### src/rtl/ahb_uart_bridge.sv
// ahb_uart_bridge: turns 'W'/'R' command bytes from a UART RX stream into
// single AHB-Lite word transfers and returns 'K', 'E', '?' or read data
// bytes on a UART TX stream.
module ahb_uart_bridge #(
    parameter int unsigned TIMEOUT_CYCLES = 1000000
) (
    input  logic        HCLK,
    input  logic        HRESETn,
    input  logic [7:0]  rx_data,
    input  logic        rx_valid,
    output logic        rx_ready,
    output logic [7:0]  tx_data,
    output logic        tx_valid,
    input  logic        tx_ready,
    output logic [31:0] HADDR,
    output logic [1:0]  HTRANS,
    output logic        HWRITE,
    output logic [2:0]  HSIZE,
    output logic [2:0]  HBURST,
    output logic [3:0]  HPROT,
    output logic [31:0] HWDATA,
    input  logic [31:0] HRDATA,
    input  logic        HREADY,
    input  logic        HRESP,
    output logic        busy
);

    typedef enum logic [2:0] {
        S_IDLE,
        S_GET_ADDR,
        S_GET_DATA,
        S_AHB_ADDR,
        S_AHB_DATA,
        S_RESP
    } state_t;

    localparam logic [31:0] TMO_LAST = 32'(TIMEOUT_CYCLES - 1);

    state_t      state, state_n;
    logic        wr, wr_n;
    logic [31:0] addr, addr_n;
    logic [31:0] wdata, wdata_n;
    logic [31:0] tx_buf, tx_buf_n;
    logic [1:0]  tx_cnt, tx_cnt_n;
    logic [1:0]  byte_cnt, byte_cnt_n;
    logic [31:0] timer, timer_n;
    logic        err, err_n;
    logic        rx_fire, tx_fire, err_hit;

    assign rx_ready = (state == S_IDLE) || (state == S_GET_ADDR) || (state == S_GET_DATA);
    assign tx_valid = (state == S_RESP);
    assign tx_data  = tx_valid ? tx_buf[31:24] : 8'h00;
    assign rx_fire  = rx_valid & rx_ready;
    assign tx_fire  = tx_valid & tx_ready;
    assign busy     = (state != S_IDLE);

    assign HTRANS = (state == S_AHB_ADDR) ? 2'b10 : 2'b00;
    assign HWRITE = (state == S_AHB_ADDR) ? wr : 1'b0;
    assign HADDR  = {addr[31:2], 2'b00};
    assign HWDATA = wdata;
    assign HSIZE  = 3'b010;
    assign HBURST = 3'b000;
    assign HPROT  = 4'b0011;

    // State register and datapath registers
    always_ff @(posedge HCLK or negedge HRESETn) begin
        if (!HRESETn) begin
            state    <= S_IDLE;
            wr       <= 1'b0;
            addr     <= '0;
            wdata    <= '0;
            tx_buf   <= '0;
            tx_cnt   <= '0;
            byte_cnt <= '0;
            timer    <= '0;
            err      <= 1'b0;
        end else begin
            state    <= state_n;
            wr       <= wr_n;
            addr     <= addr_n;
            wdata    <= wdata_n;
            tx_buf   <= tx_buf_n;
            tx_cnt   <= tx_cnt_n;
            byte_cnt <= byte_cnt_n;
            timer    <= timer_n;
            err      <= err_n;
        end
    end

    // Next-state and next-datapath logic for the command/bus/response sequence
    always_comb begin
        state_n    = state;
        wr_n       = wr;
        addr_n     = addr;
        wdata_n    = wdata;
        tx_buf_n   = tx_buf;
        tx_cnt_n   = tx_cnt;
        byte_cnt_n = byte_cnt;
        timer_n    = timer;
        err_n      = err;
        err_hit    = err | HRESP;

        case (state)
            S_IDLE: begin
                timer_n = '0;
                if (rx_fire) begin
                    byte_cnt_n = '0;
                    if (rx_data == 8'h57) begin
                        wr_n    = 1'b1;
                        state_n = S_GET_ADDR;
                    end else if (rx_data == 8'h52) begin
                        wr_n    = 1'b0;
                        state_n = S_GET_ADDR;
                    end else begin
                        tx_buf_n = {8'h3F, 24'h000000};
                        tx_cnt_n = '0;
                        state_n  = S_RESP;
                    end
                end
            end

            S_GET_ADDR: begin
                if (rx_fire) begin
                    addr_n     = {addr[23:0], rx_data};
                    byte_cnt_n = byte_cnt + 2'd1;
                    timer_n    = '0;
                    if (byte_cnt == 2'd3)
                        state_n = wr ? S_GET_DATA : S_AHB_ADDR;
                end else if (timer == TMO_LAST) begin
                    timer_n = '0;
                    state_n = S_IDLE;
                end else begin
                    timer_n = timer + 32'd1;
                end
            end

            S_GET_DATA: begin
                if (rx_fire) begin
                    wdata_n    = {wdata[23:0], rx_data};
                    byte_cnt_n = byte_cnt + 2'd1;
                    timer_n    = '0;
                    if (byte_cnt == 2'd3)
                        state_n = S_AHB_ADDR;
                end else if (timer == TMO_LAST) begin
                    timer_n = '0;
                    state_n = S_IDLE;
                end else begin
                    timer_n = timer + 32'd1;
                end
            end

            S_AHB_ADDR: begin
                if (HREADY)
                    state_n = S_AHB_DATA;
            end

            S_AHB_DATA: begin
                err_n = err_hit;
                if (HREADY) begin
                    state_n = S_RESP;
                    if (err_hit) begin
                        tx_buf_n = {8'h45, 24'h000000};
                        tx_cnt_n = '0;
                    end else if (wr) begin
                        tx_buf_n = {8'h4B, 24'h000000};
                        tx_cnt_n = '0;
                    end else begin
                        tx_buf_n = HRDATA;
                        tx_cnt_n = 2'd3;
                    end
                end
            end

            S_RESP: begin
                if (tx_fire) begin
                    if (tx_cnt == 2'd0) begin
                        err_n   = 1'b0;
                        state_n = S_IDLE;
                    end else begin
                        tx_buf_n = {tx_buf[23:0], 8'h00};
                        tx_cnt_n = tx_cnt - 2'd1;
                    end
                end
            end

            default: state_n = S_IDLE;
        endcase
    end

endmodule

### config.mk
export PLATFORM = sky130hd
export DESIGN_NAME = ahb_uart_bridge
export DESIGN_NICKNAME = d
export VERILOG_FILES = /design/src/rtl/ahb_uart_bridge.sv
export SDC_FILE = /design/constraint.sdc
export NUM_CORES = 1
export LEC_CHECK = 0
export ABC_AREA = 1
export BUFFER_PORTS_ARGS = -buffer_cell sky130_fd_sc_hd__buf_4
export CAP_MARGIN = 10
export CORE_MARGIN = 1.5
export CORE_UTILIZATION = 23
export DETAILED_ROUTE_END_ITERATION = 7
export GPL_ROUTABILITY_DRIVEN = 0
export HOLD_SLACK_MARGIN = 0.15
export PLACE_DENSITY_LB_ADDON = 0.08
export SLEW_MARGIN = 20
export SYNTH_ARGS = -nofsm -noshare
export SYNTH_HDL_FRONTEND = slang
export SYNTH_SLANG_ARGS = --single-unit
### constraint.sdc
create_clock -name HCLK -period 2.6 [get_ports HCLK]
set_input_delay 0.13 -clock HCLK [delete_from_list [all_inputs] [get_ports HCLK]]
set_output_delay 0.13 -clock HCLK [all_outputs]
set_load 0.02 [all_outputs]
# Word level (Yosys, flattened, before mapping)

Cells that the tools add are included.
Widths: inputs -> output; s select.

Bits in registers: 137
Input port bits: 46
Output and inout port bits: 88
Word-level logic and storage cells: 98

Add/sub/neg operators: 3
Equal/unequal tests: 20
Mux-type cells: 46
Bitwise operators: 3
Reductions and logical operators: 17

Operator list:

| kind                  | count |
|---|---|
| $mux 32               | 10 |
| $pmux 32 s3           | 1 |
| $pmux 32 s2           | 1 |
| $mux 3                | 12 |
| $add 32x1->32 const B | 1 |
| $eq 32x20->1 const B  | 1 |
| $mux 2                | 11 |
| $pmux 3 s6            | 1 |
| $eq 8x7->1 const B    | 2 |
| $reduce_and 7->1      | 2 |
| $ne 2x2->1 const B    | 6 |
| $reduce_and 3->1      | 3 |
| $mux 8                | 1 |
| $eq 3x2->1 const B    | 2 |
| $eq 3x3->1 const B    | 2 |
| $mux 1                | 6 |
| $ne 2x1->1 const B    | 3 |
| $ne 3x2->1 const B    | 2 |
| $pmux 2 s3            | 1 |
| $reduce_bool 2->1     | 3 |
| $reduce_bool 3->1     | 2 |
| $pmux 2 s2            | 1 |
| $reduce_and 2->1      | 2 |
| $eq 3x1->1 const B    | 1 |
| other kinds (10)      | 12 |

# Depth between registers and ports, before layout

Gate-level depths: netlist of the first run.

Depth after elaboration: 6
Depth in mapped cells: 12
Gate-level depth less buffers: 12

# Least setup slack after synthesis of the first run

Ideal clock, no wire load.

Kind: flip-flop to flip-flop
Start: register state[2]
End: register tx_buf[3]
Setup time: 0.117 ns
Arrival time: 1.568 ns
Data required time: 2.483 ns
Slack: 0.914 ns
Cell stages (with the launch flop): 10
Buffers on the path: 2
Period minus slack after synthesis: 1.686 ns
Path through: dfrtp_1 > buf_2 > nor2_1 > nand2_1 > o22ai_1 > nor3b_4 > nand2_4 > buf_6 > nand2_1 > nand2_1

Word-level cells in the longest chain between the ends: 6

Ends and longest elaborated chain:

| what                                          | RTL line | text |
|---|---|---|
| start, declared                               | 39       | `state_t state, state_n;` |
| start signal, assigned                        | 78       | `state <= state_n;` |
| $eq 3x1->1 or $logic_not 3->1 (tied branches) | 50, 103  |  |
| $logic_or 1x1->1 (2 in a row)                 | 50       | `assign rx_ready = (state == S_IDLE) \|\| (state == S_GET_ADDR) \|\| (state == S_GET_DATA);` |
| $and 1x1->1                                   | 53       | `assign rx_fire = rx_valid & rx_ready;` |
| $ne 2x2->1 (no source line)                   | --       |  |
| $reduce_and 7->1 (no source line)             | --       |  |
| end signal, assigned                          | 82       | `tx_buf <= tx_buf_n;` |
| end, declared                                 | 43       | `logic [31:0] tx_buf, tx_buf_n;` |

Several ways; a longest one is shown, not always the timed one.
A chain may end at the register's enable or synchronous reset.

# Worst setup path after layout of the first run

Start: register timer[0]
End: register timer[18]

Word-level cells in the longest chain between the ends: 4

Ends and longest elaborated chain:

| what                                          | RTL line | text |
|---|---|---|
| start, declared                               | 46       | `logic [31:0] timer, timer_n;` |
| start signal, assigned                        | 85       | `timer <= timer_n;` |
| $add 32x1->32 or $eq 32x20->1 (tied branches) | --       |  |
| $mux 32 (*)                                   | 129, 144 |  |
| $mux 32 (*)                                   | 138      | `if (rx_fire) begin` |
| $pmux 32 s2 (*)                               | 103      | `case (state)` |

Mark *: on every way between the ends. The rest lies on a longest branch, timed or not.

==> out/metrics.yaml, run 1 <==
status: "finished clean"
crit_arrival_ns: 2.34
start_util_pct: 23.6
rsz0062_at_grt: "no"
crit_required_ns: 2.90
skew_ns: 0.0149
core_mm2: 0.0300
die-area_mm2: 0.0317
synthSimpleGateAreaFrac_pct: 30.6
cts_setup_buffers: 0
power_density_mw_per_mm2: 1040
synth-seq-cells: 137
grt_pass1_vias: 6139
synthMuxAreaShare_pct: 0
post-route-period-util_pct: 78.3
regToRegSetupSlack_ns: 0.56
clk_pin_slew_ns: 0.06
synth_edf_count: 0
first_pass_iters: 4
drive_above_1_share_pct: 17.2
setup_tns_ns: 0
cts_buffers: 17
h-tree-depth: 4
syn_avg_cell_area_um2: 7.69
ys.warnings.count: 0
drv_slew: 0
num_vias: 6148
hold_viol_final: 0
drt_iter0_markers: 395
synth_compound_area_share_pct: 7.79
grt_max_degree: 55
synth_cell_types: 33
peakVddDrop_uv: 457
syn_to_final_growth_pct: 29.3
yosysSeqAreaShare_pct: 48.6
synth_xor_area_share_pct: 1.61
wl_per_cell_um: 14.3
synth_top_family_by_area: "simple AND/OR/NAND/NOR gates"
synth.cell_area_mm2: 0.00706
rows: 63
drc: 0
path_max_fanout: 10
critical_path_class: "reg2reg"
fin_nets: 1097
antenna_cells: 0
synth_fa_ha_area_share_pct: 0.532
port_buffers: 120
grt_overflow: 0
hold_ws_ns: 0.174
cts_root_buf: "clkbuf_16"
grt_pass1_wl_um: 33800
wl_um: 20800
async_flop_share_pct: 100
place_hpwl_um: 14300
insertion_delay_ns: 0.42
slew-limit-headroom_pct: 55.3
drv_cap: 0
die_x_um: 178
ys.flop_type: "dfrtp_1"
io_pins: 134
setup_viol: 0
clock_path_buffers: 2
synth_cells: 917
min_path_type: "in2reg"
antenna_found_initial: 0
tightest_slew_ns: 0.664
die_height_um: 178
clock.fmax_mhz: 491
start_kind: "flip-flop"
ant_nets: 0
cts_tree: "done"
cp-end-kind: "flip-flop"
grt_usage_pct: 13.6
leakage_uw: 0.00456
n_fill_cell: 3285
vias_per_cell: 4.24
numClockSinks: 137
period_minus_slack_ns: 2.04
worst paths after layout:
kind / startpoint / end / depth (start not counted)
worst min-delay path: HRESP / err / 3
worst max-delay path: timer[0] / timer[18] / 10
worst min register to register: tx_buf[14] / tx_buf[14] / 2
worst max register to register: timer[0] / timer[18] / 10
min in group asynchronous: HRESETn / addr[23] / 2
max in group asynchronous: HRESETn / timer[30] / 3
worst max-delay path: stages (launching register included):
cell and delay (ns):
dfrtp_1 0.39, ha_1 0.18, inv_1 0.06, nor2_1 0.30
nand2_1 0.09, nor2_1 0.23, nand2_1 0.11, nand2_1 0.12
nand2_2 0.15, inv_2 0.22, nor2_1 0.08
metrics by stage:
step                instances  instance area [um^2]  setup slack, ns  util, %  power, uW
floorplan                 928                  7100            0.914        -       5840
detailed placement       1379                  8140            0.514     27.2       7090
global placement         1379                  8140            0.505     27.2       7100
CTS                      1451                  9120            0.514     30.5       9660
global route             1451                  9120            0.324     30.5      10200
finish                   1451                  9120            0.564     30.5       9470
power by group:
part           switching, uW  internal [uW]
combinational           2370           1340
sequential               500           2800
clock                   1060           1400
sequential cells by signal, indices dropped and copies added (netlist names):
| signal | flops |
|---|---|
| timer | 32 |
| tx_buf | 32 |
| HWDATA | 32 |
| err | 1 |
| byte_cnt | 2 |
| addr | 32 |
| tx_cnt | 2 |
| state | 3 |
| wr | 1 |
cells in the mapped netlist (7+ instances only):
master / n / area share (%)
nand2_1: 342 / 18
dfrtp_1: 137 / 49
nor2_1: 88 / 4.7
inv_1: 69 / 3.7
o21ai_0: 55 / 3.9
nand3_1: 48 / 3.4
buf_4: 46 / 4.9
clkbuf_1: 20 / 1.1
a22o_1: 19 / 2.4
nand3b_1: 15 / 1.6
nor3_1: 12 / 0.85
xor2_1: 10 / 1.2
a21oi_1: 8 / 0.57
inv_2: 7 / 0.37
nand4_1: 7 / 0.62
kinds of logic after synthesis:
logic type	after synthesis
compound gates	90
xor+xnor	13
fa+ha+maj	3
buf+inv	149
flops	137
other cells	2
simple gates	523
routing by layer:
layer / global-route usage (%) / share of wire [%] / vias to the layer above
met5: 0 / 0 / -
met4: 3.54 / 0.84 / 0
met3: 2.60 / 4.7 / 7
met2: 21.3 / 45 / 129
met1: 19.2 / 49 / 2895
li1: - / - / 3117
what timing repair did:
| action | in CTS | in global routing |
|---|---|---|
| hold endpoints to repair | 112 | 0 |
| gates resized for setup | 0 | 0 |
| hold buffers | 40 | 0 |
final cells by class:
class	instances	area, um^2	share of cell area, %
flip-flops and latches	137	3430	37.6
multi-input cells	642	2910	31.9
repair buffers	174	1420	15.6
well taps	390	488	5.35
clock buffers	19	453	4.96
inverters	76	285	3.13
clock inverters	13	134	1.47
layout by cell type (no fill, tap or decap), types with 15 or more instances in the layout:
| master | n |
|---|---|
| nand2_1 | 342 |
| dfrtp_1 | 137 |
| buf_4 | 132 |
| nor2_1 | 87 |
| inv_1 | 69 |
| o21ai_0 | 55 |
| nand3_1 | 48 |
| dlygate4sd3_1 | 40 |
| a22o_1 | 19 |
| clkbuf_16 | 17 |
| nand3b_1 | 15 |
Power figures use the tool's default switching activity.
==> run 2, diff against run 1 <==
==> constraint.sdc (replaced) <==
create_clock -name HCLK -period 2.1 [get_ports HCLK]
set_input_delay 0.105 -clock HCLK [delete_from_list [all_inputs] [get_ports HCLK]]
set_output_delay 0.105 -clock HCLK [all_outputs]
set_load 0.02 [all_outputs]
==> run 2 against run 1 <==
  * Worst setup slack worse by 0.34 ns
  * Highest routed layer unchanged
  * Largest power group unchanged
  * Critical endpoint is now tx_buf[10]
  * Utilization is 0.51 points higher
  * Clock skew is 0.0037 ns lower
==> out/metrics.yaml, run 2 (synthesis results as in run 1) <==
syn_to_final_growth_pct: 31.5  # was 29.3%
regArea_mm2: 0.00343  # unchanged
start_util_pct: 23.6  # unchanged
critical_path_class: "reg2reg"  # unchanged
path_max_fanout: 23  # was 10
slowest_delay_ns: 0.44  # was 0.39 ns
drc: 0  # unchanged
cts_buffers: 17  # unchanged
critPathBufInv: 2  # unchanged
post-place-ws_ns: 0.224  # was 0.514 ns
power_density_mw_per_mm2: 1280  # was 1040 mW/mm^2
clk_pin_slew_ns: 0.06  # about the same
crit_required_ns: 2.46  # was 2.90 ns
rsz0062_at_grt: "no"  # unchanged
insertion_delay_ns: 0.42  # about the same
peakVddDrop_uv: 592  # was 457 uV
core_mm2: 0.0300  # unchanged
r2r_cells: 7  # was 10
grt_pass1_wl_um: 34100  # was 33800 um
n_fill_cell: 3307  # was 3285
r2r-start: "state[0]"  # was timer[0]
vias_per_cell: 4.21  # was 4.24
period_minus_slack_ns: 1.88  # was 2.04 ns
wl_per_cell_um: 14.4  # was 14.3 um
grt_usage_pct: 13.8  # was 13.6%
rows: 63  # unchanged
place_hpwl_um: 14800  # was 14300 um
antenna_cells: 0  # unchanged
multiInputGateArea_mm2: 0.00292  # was 0.00291 mm^2
cts_root_buf: "clkbuf_16"  # unchanged
clock.fmax_mhz: 533  # was 491 MHz
reg2reg_to: "tx_buf[10]"  # was timer[18]
first_pass_iters: 4  # unchanged
slew-limit-headroom_pct: 65.1  # was 55.3%
die-area_mm2: 0.0317  # unchanged
busiest_layer: "met2"  # unchanged
final_common_cell: "nand2_1"  # unchanged
port_buffers: 120  # unchanged
use_met2_pct: 22.0  # was 21.3%
numClockSinks: 137  # unchanged
crit_slowest_cell: "dfrtp_1"  # unchanged
h-tree-depth: 4  # unchanged
min_path_type: "in2async"  # was in2reg
globalRouteMet3Util_pct: 2.92  # was 2.60%
clock_path_buffers: 2  # unchanged
ant_nets: 0  # unchanged
most-common-layout-cells: "nand2_1 (342), buf_4 (146), dfrtp_1 (137), nor2_1 (87), inv_1 (69)"  # was nand2_1 (342), dfrtp_1 (137), buf_4 (132), nor2_1 (87), inv_1 (69)
antenna_found_initial: 0  # unchanged
die_x_um: 178  # unchanged
status: "finished clean"  # unchanged
fin_nets: 1114  # was 1097
setup_slack_ns: 0.224  # was 0.564 ns
die_height_um: 178  # unchanged
cp-end-kind: "flip-flop"  # unchanged
grt_max_degree: 46  # was 55
grt_pass1_vias: 6270  # was 6139
drive_above_1_share_pct: 18.0  # was 17.2%
post-route-period-util_pct: 89.3  # was 78.3%
wl_um: 21200  # was 20800 um
crit_arrival_ns: 2.23  # was 2.34 ns
skew_ns: 0.0112  # was 0.0149 ns
crit_path_start: "state[0]"  # was timer[0]
num_vias: 6182  # was 6148
cts_tree: "done"  # unchanged
grt_overflow: 0  # unchanged
drt_iter0_markers: 348  # was 395
start_kind: "flip-flop"  # unchanged
hold_viol_final: 0  # unchanged
cp_top_family: "simple AND/OR/NAND/NOR gates"  # unchanged
globalRouteMet1Util_pct: 19.1  # was 19.2%
setup_viol: 0  # unchanged
tightest_slew_ns: 0.519  # was 0.664 ns
drv_cap: 0  # unchanged
drv_slew: 0  # unchanged
endpoint: "tx_buf[10]"  # was timer[18]
regToRegSetupSlack_ns: 0.22  # was 0.56 ns
io_pins: 134  # unchanged
cp.depth: 7  # was 10
crit_path_cell_trace: "nor2_1 -> inv_1 -> o21ai_0 -> nor3b_4 -> buf_4 -> nand3_1 -> nand2_1"  # was ha_1 -> inv_1 -> nor2_1 -> nand2_1 -> nor2_1 -> nand2_1 -> nand2_1 -> nand2_2 -> inv_2 -> nor2_1
setup_tns_ns: 0  # unchanged
leakage_uw: 0.00465  # was 0.00456 uW
cts_setup_buffers: 0  # unchanged
[run 2: changes by cell type in the layout (fill, tap and decap cells not counted), sizes merged]
cell         change
dlygate4sd3      +2
inv              -6
clkinv           +4
clkinvlp         -1
buf             +15
bufinv           +2
[run 2: where the power goes]
| group | internal, uW | total [uW] | switching [uW] |
|---|---|---|---|
| logic | 1750 | 4710 | 2960 |
| registers | 3470 | 4080 | 617 |
| clock network | 1860 | 3070 | 1210 |
| total | 7070 | 11900 | 4790 |
[run 2: repair_timing]
item	in CTS	in global routing
setup endpoints to repair	0	2
resized for setup	0	1
endpoints found under the hold margin	187	0
hold buffers	42	0
[run 2: layer usage]
layer | wire length [um] | share of wire [%]
met1 | 10500 | 50
met2 | 9550 | 45
met3 | 900 | 4.3
met4 | 190 | 0.90
met5 | 0 | 0
[run 2: layout make-up]
class	count	area share, %
multi-input cells	642	31.5
clock buffers	19	4.67
flip-flops and latches	137	37.0
inverters	76	3.08
repair buffers	191	16.9
well taps	390	5.26
clock inverters	12	1.63
[run 2: how the worst min path moves through the flow]
stage               startpoint   endpoint  slack (ns)  depth (start not counted)
floorplan              HRESETn  HWDATA[0]       -0.19                          0
global placement       HRESETn    addr[5]        0.06                          1
detailed placement     HRESETn   addr[17]        0.06                          1
CTS                    HRESETn    addr[5]        0.18                          2
global route           HRESETn    addr[5]        0.19                          2
finish                 HRESETn   addr[17]        0.17                          2
[run 2: worst reg2reg max path, stage by stage (launching register included)]
cell	delay, ns
dfrtp_1	0.44
nor2_1	0.25
inv_1	0.11
o21ai_0	0.09
nor3b_4	0.37
buf_4	0.36
nand3_1	0.13
nand2_1	0.08
[run 2: metrics by stage]
step           cells  cell area (um^2)  total power, uW  hold WS [ns]  util (%)
2_1_floorplan    928              7100             7230        -0.191         -
3_3_place_gp    1394              8260             8830        0.0591      27.6
3_5_place_dp    1394              8260             8840        0.0553      27.6
4_1_cts         1467              9270            12100         0.185      30.9
5_1_grt         1467              9280            12800         0.194      31.0
6_report        1467              9280            11900         0.175      31.0
==> run 3, diff against run 2 <==
--- a/config.mk
+++ b/config.mk
@@ -6,7 +6,7 @@
 export NUM_CORES = 1
 export LEC_CHECK = 0
 export ABC_AREA = 1
-export BUFFER_PORTS_ARGS = -buffer_cell sky130_fd_sc_hd__buf_4
+export BUFFER_PORTS_ARGS = -buffer_cell sky130_fd_sc_hd__buf_2
 export CAP_MARGIN = 10
 export CORE_MARGIN = 1.5
 export CORE_UTILIZATION = 23
==> run 3 against run 2 <==
  * Sequential power is 1% lower
  * Hold slack better by 0.040 ns
  * Flip-flop and latch count stayed put
  * Final area is 2.5% lower
  * Worst setup slack worse by 0.013 ns
  * Global-route usage is 0.11 points lower
  * Sequential share of layout area is 0.95 points higher
  * Total power is 2.4% lower
  * Routed wire length is 0.56% lower
  * First-iteration DRC count is 2.0% higher
  * Clock skew is 0.0053 ns higher
==> out/metrics.yaml, run 3 (synthesis results as in run 1) <==
clock_path_buffers: 2  # unchanged
pwr-share-seq_pct: 34.9  # was 34.4%
finalPower_uw: 11600  # was 11900 uW
globalRouteMet3Util_pct: 2.56  # was 2.92%
insertion_delay_ns: 0.43  # was 0.42 ns
final_common_cell: "nand2_1"  # unchanged
hold_viol_final: 0  # unchanged
clock.fmax_mhz: 529  # was 533 MHz
place_hpwl_um: 14800  # about the same
rows: 63  # unchanged
globalRouteMet1Util_pct: 19.0  # was 19.1%
multiInputGateArea_mm2: 0.00291  # was 0.00292 mm^2
internal_power_uw: 6780  # was 7070 uW
first_pass_iters: 5  # was 4
cts_setup_buffers: 0  # unchanged
post-route-util_pct: 30.2  # was 31.0%
core_mm2: 0.0300  # unchanged
syn_to_final_growth_pct: 28.2  # was 31.5%
grt_pass1_vias: 6188  # was 6270
setup_viol: 0  # unchanged
final_area_mm2: 0.00904  # was 0.00928 mm^2
numClockSinks: 137  # unchanged
start_util_pct: 23.6  # unchanged
h-tree-depth: 4  # unchanged
setup_slack_ns: 0.210  # was 0.224 ns
p_clk_share_pct: 27.3  # was 25.9%
clk_pin_slew_ns: 0.06  # about the same
vias_per_cell: 4.17  # was 4.21
min_path_type: "in2reg"  # was in2async
cts_buffers: 17  # unchanged
regArea_mm2: 0.00343  # unchanged
post-route-period-util_pct: 90.0  # was 89.3%
tightest_slew_ns: 0.864  # was 0.519 ns
antenna_found_initial: 0  # unchanged
peakVddDrop_uv: 610  # was 592 uV
slew-limit-headroom_pct: 42.2  # was 65.1%
ant_nets: 0  # unchanged
wl_per_cell_um: 14.3  # was 14.4 um
grt_usage_pct: 13.7  # was 13.8%
busiest_layer: "met2"  # unchanged
crit_arrival_ns: 2.20  # was 2.23 ns
drive_above_1_share_pct: 18.4  # was 18.0%
drc: 0  # unchanged
grt_max_degree: 46  # unchanged
critical_path_class: "reg2reg"  # unchanged
setup_tns_ns: 0  # unchanged
most-common-layout-cells: "nand2_1 (342), dfrtp_1 (137), buf_2 (119), nor2_1 (87), inv_1 (69)"  # was nand2_1 (342), buf_4 (146), dfrtp_1 (137), nor2_1 (87), inv_1 (69)
start_kind: "flip-flop"  # unchanged
die-area_mm2: 0.0317  # unchanged
drv_slew: 0  # unchanged
cp-end-kind: "flip-flop"  # unchanged
period_minus_slack_ns: 1.89  # was 1.88 ns
switching_share_pct: 41.4  # was 40.4%
path_max_fanout: 34  # was 23
use_met2_pct: 22.0  # about the same
p_comb_share_pct: 37.9  # was 39.7%
regToRegSetupSlack_ns: 0.21  # was 0.22 ns
status: "finished clean"  # unchanged
fin_nets: 1121  # was 1114
leakage_uw: 0.00464  # was 0.00465 uW
post-place-ws_ns: 0.168  # was 0.224 ns
io_pins: 134  # unchanged
num_vias: 6155  # was 6182
drt_iter0_markers: 355  # was 348
cts_tree: "done"  # unchanged
p_sw_uw: 4800  # was 4790 uW
drv_cap: 0  # unchanged
power_density_mw_per_mm2: 1280  # about the same
cts_resized: 0  # unchanged
die_x_um: 178  # unchanged
grt_pass1_wl_um: 33600  # was 34100 um
cts_root_buf: "clkbuf_16"  # unchanged
hold_buffers: 44  # was 42
antenna_cells: 0  # unchanged
placed_cell_area_mm2: 0.00800  # was 0.00826 mm^2
n_fill_cell: 3311  # was 3307
skew_ns: 0.0164  # was 0.0112 ns
wl_um: 21000  # was 21200 um
grt_overflow: 0  # unchanged
die_height_um: 178  # unchanged
rsz0062_at_grt: "no"  # unchanged
port_buffers: 120  # unchanged
crit_required_ns: 2.41  # was 2.46 ns
run 3: per-stage QoR:
step,std cells,hold WS [ns]
3_3_place_gp,1399,0.0242
2_1_floorplan,928,-0.191
4_1_cts,1475,0.184
5_1_grt,1475,0.263
3_5_place_dp,1399,0.0291
6_report,1475,0.215
run 3: worst paths after layout:
path	from	endpoint	cells after the start
setup / recovery	state[0]	tx_buf[18]	7
hold / removal	HRDATA[25]	tx_buf[25]	6
setup reg to reg	state[0]	tx_buf[18]	7
hold reg to reg	addr[26]	addr[26]	2
max in group asynchronous	HRESETn	addr[10]	3
min in group asynchronous	HRESETn	addr[7]	3
run 3: metal layers:
layer  part of all wire [%]  routed length, um  vias to the layer above
met1                     50              10500                     2890
met4                   0.84                177                        0
met5                      0                  0                        -
li1                       -                  -                     3153
met2                     45               9490                      103
met3                    3.9                812                        9
run 3: cell type report:
type                            count  area share, %
Multi-Input combinational cell    642           32.2
Inverter                           76           3.15
Tap cell                          390           5.40
Clock buffer                       19           4.79
Sequential cell                   137           37.9
Timing Repair Buffer              198           14.7
Clock inverter                     13           1.87
run 3: worst max-delay path, cell delays in order (launching register included):
cell	delay, ns
dfrtp_1	0.45
nor2_1	0.26
inv_1	0.13
o21ai_0	0.09
nor3b_4	0.32
nand2_4	0.31
nand2_1	0.15
nand2_1	0.05
run 3: power by group through the flow:
| stage | sequential, uW | clock [uW] | combinational [uW] |
|---|---|---|---|
| finish | 4040 | 3160 | 4380 |
| global route | 4180 | 3370 | 4960 |
| CTS | 4060 | 3270 | 4470 |
| global placement | 4100 | 0 | 4400 |
| detailed placement | 4100 | 0 | 4390 |
| floorplan | 4280 | 0 | 2950 |
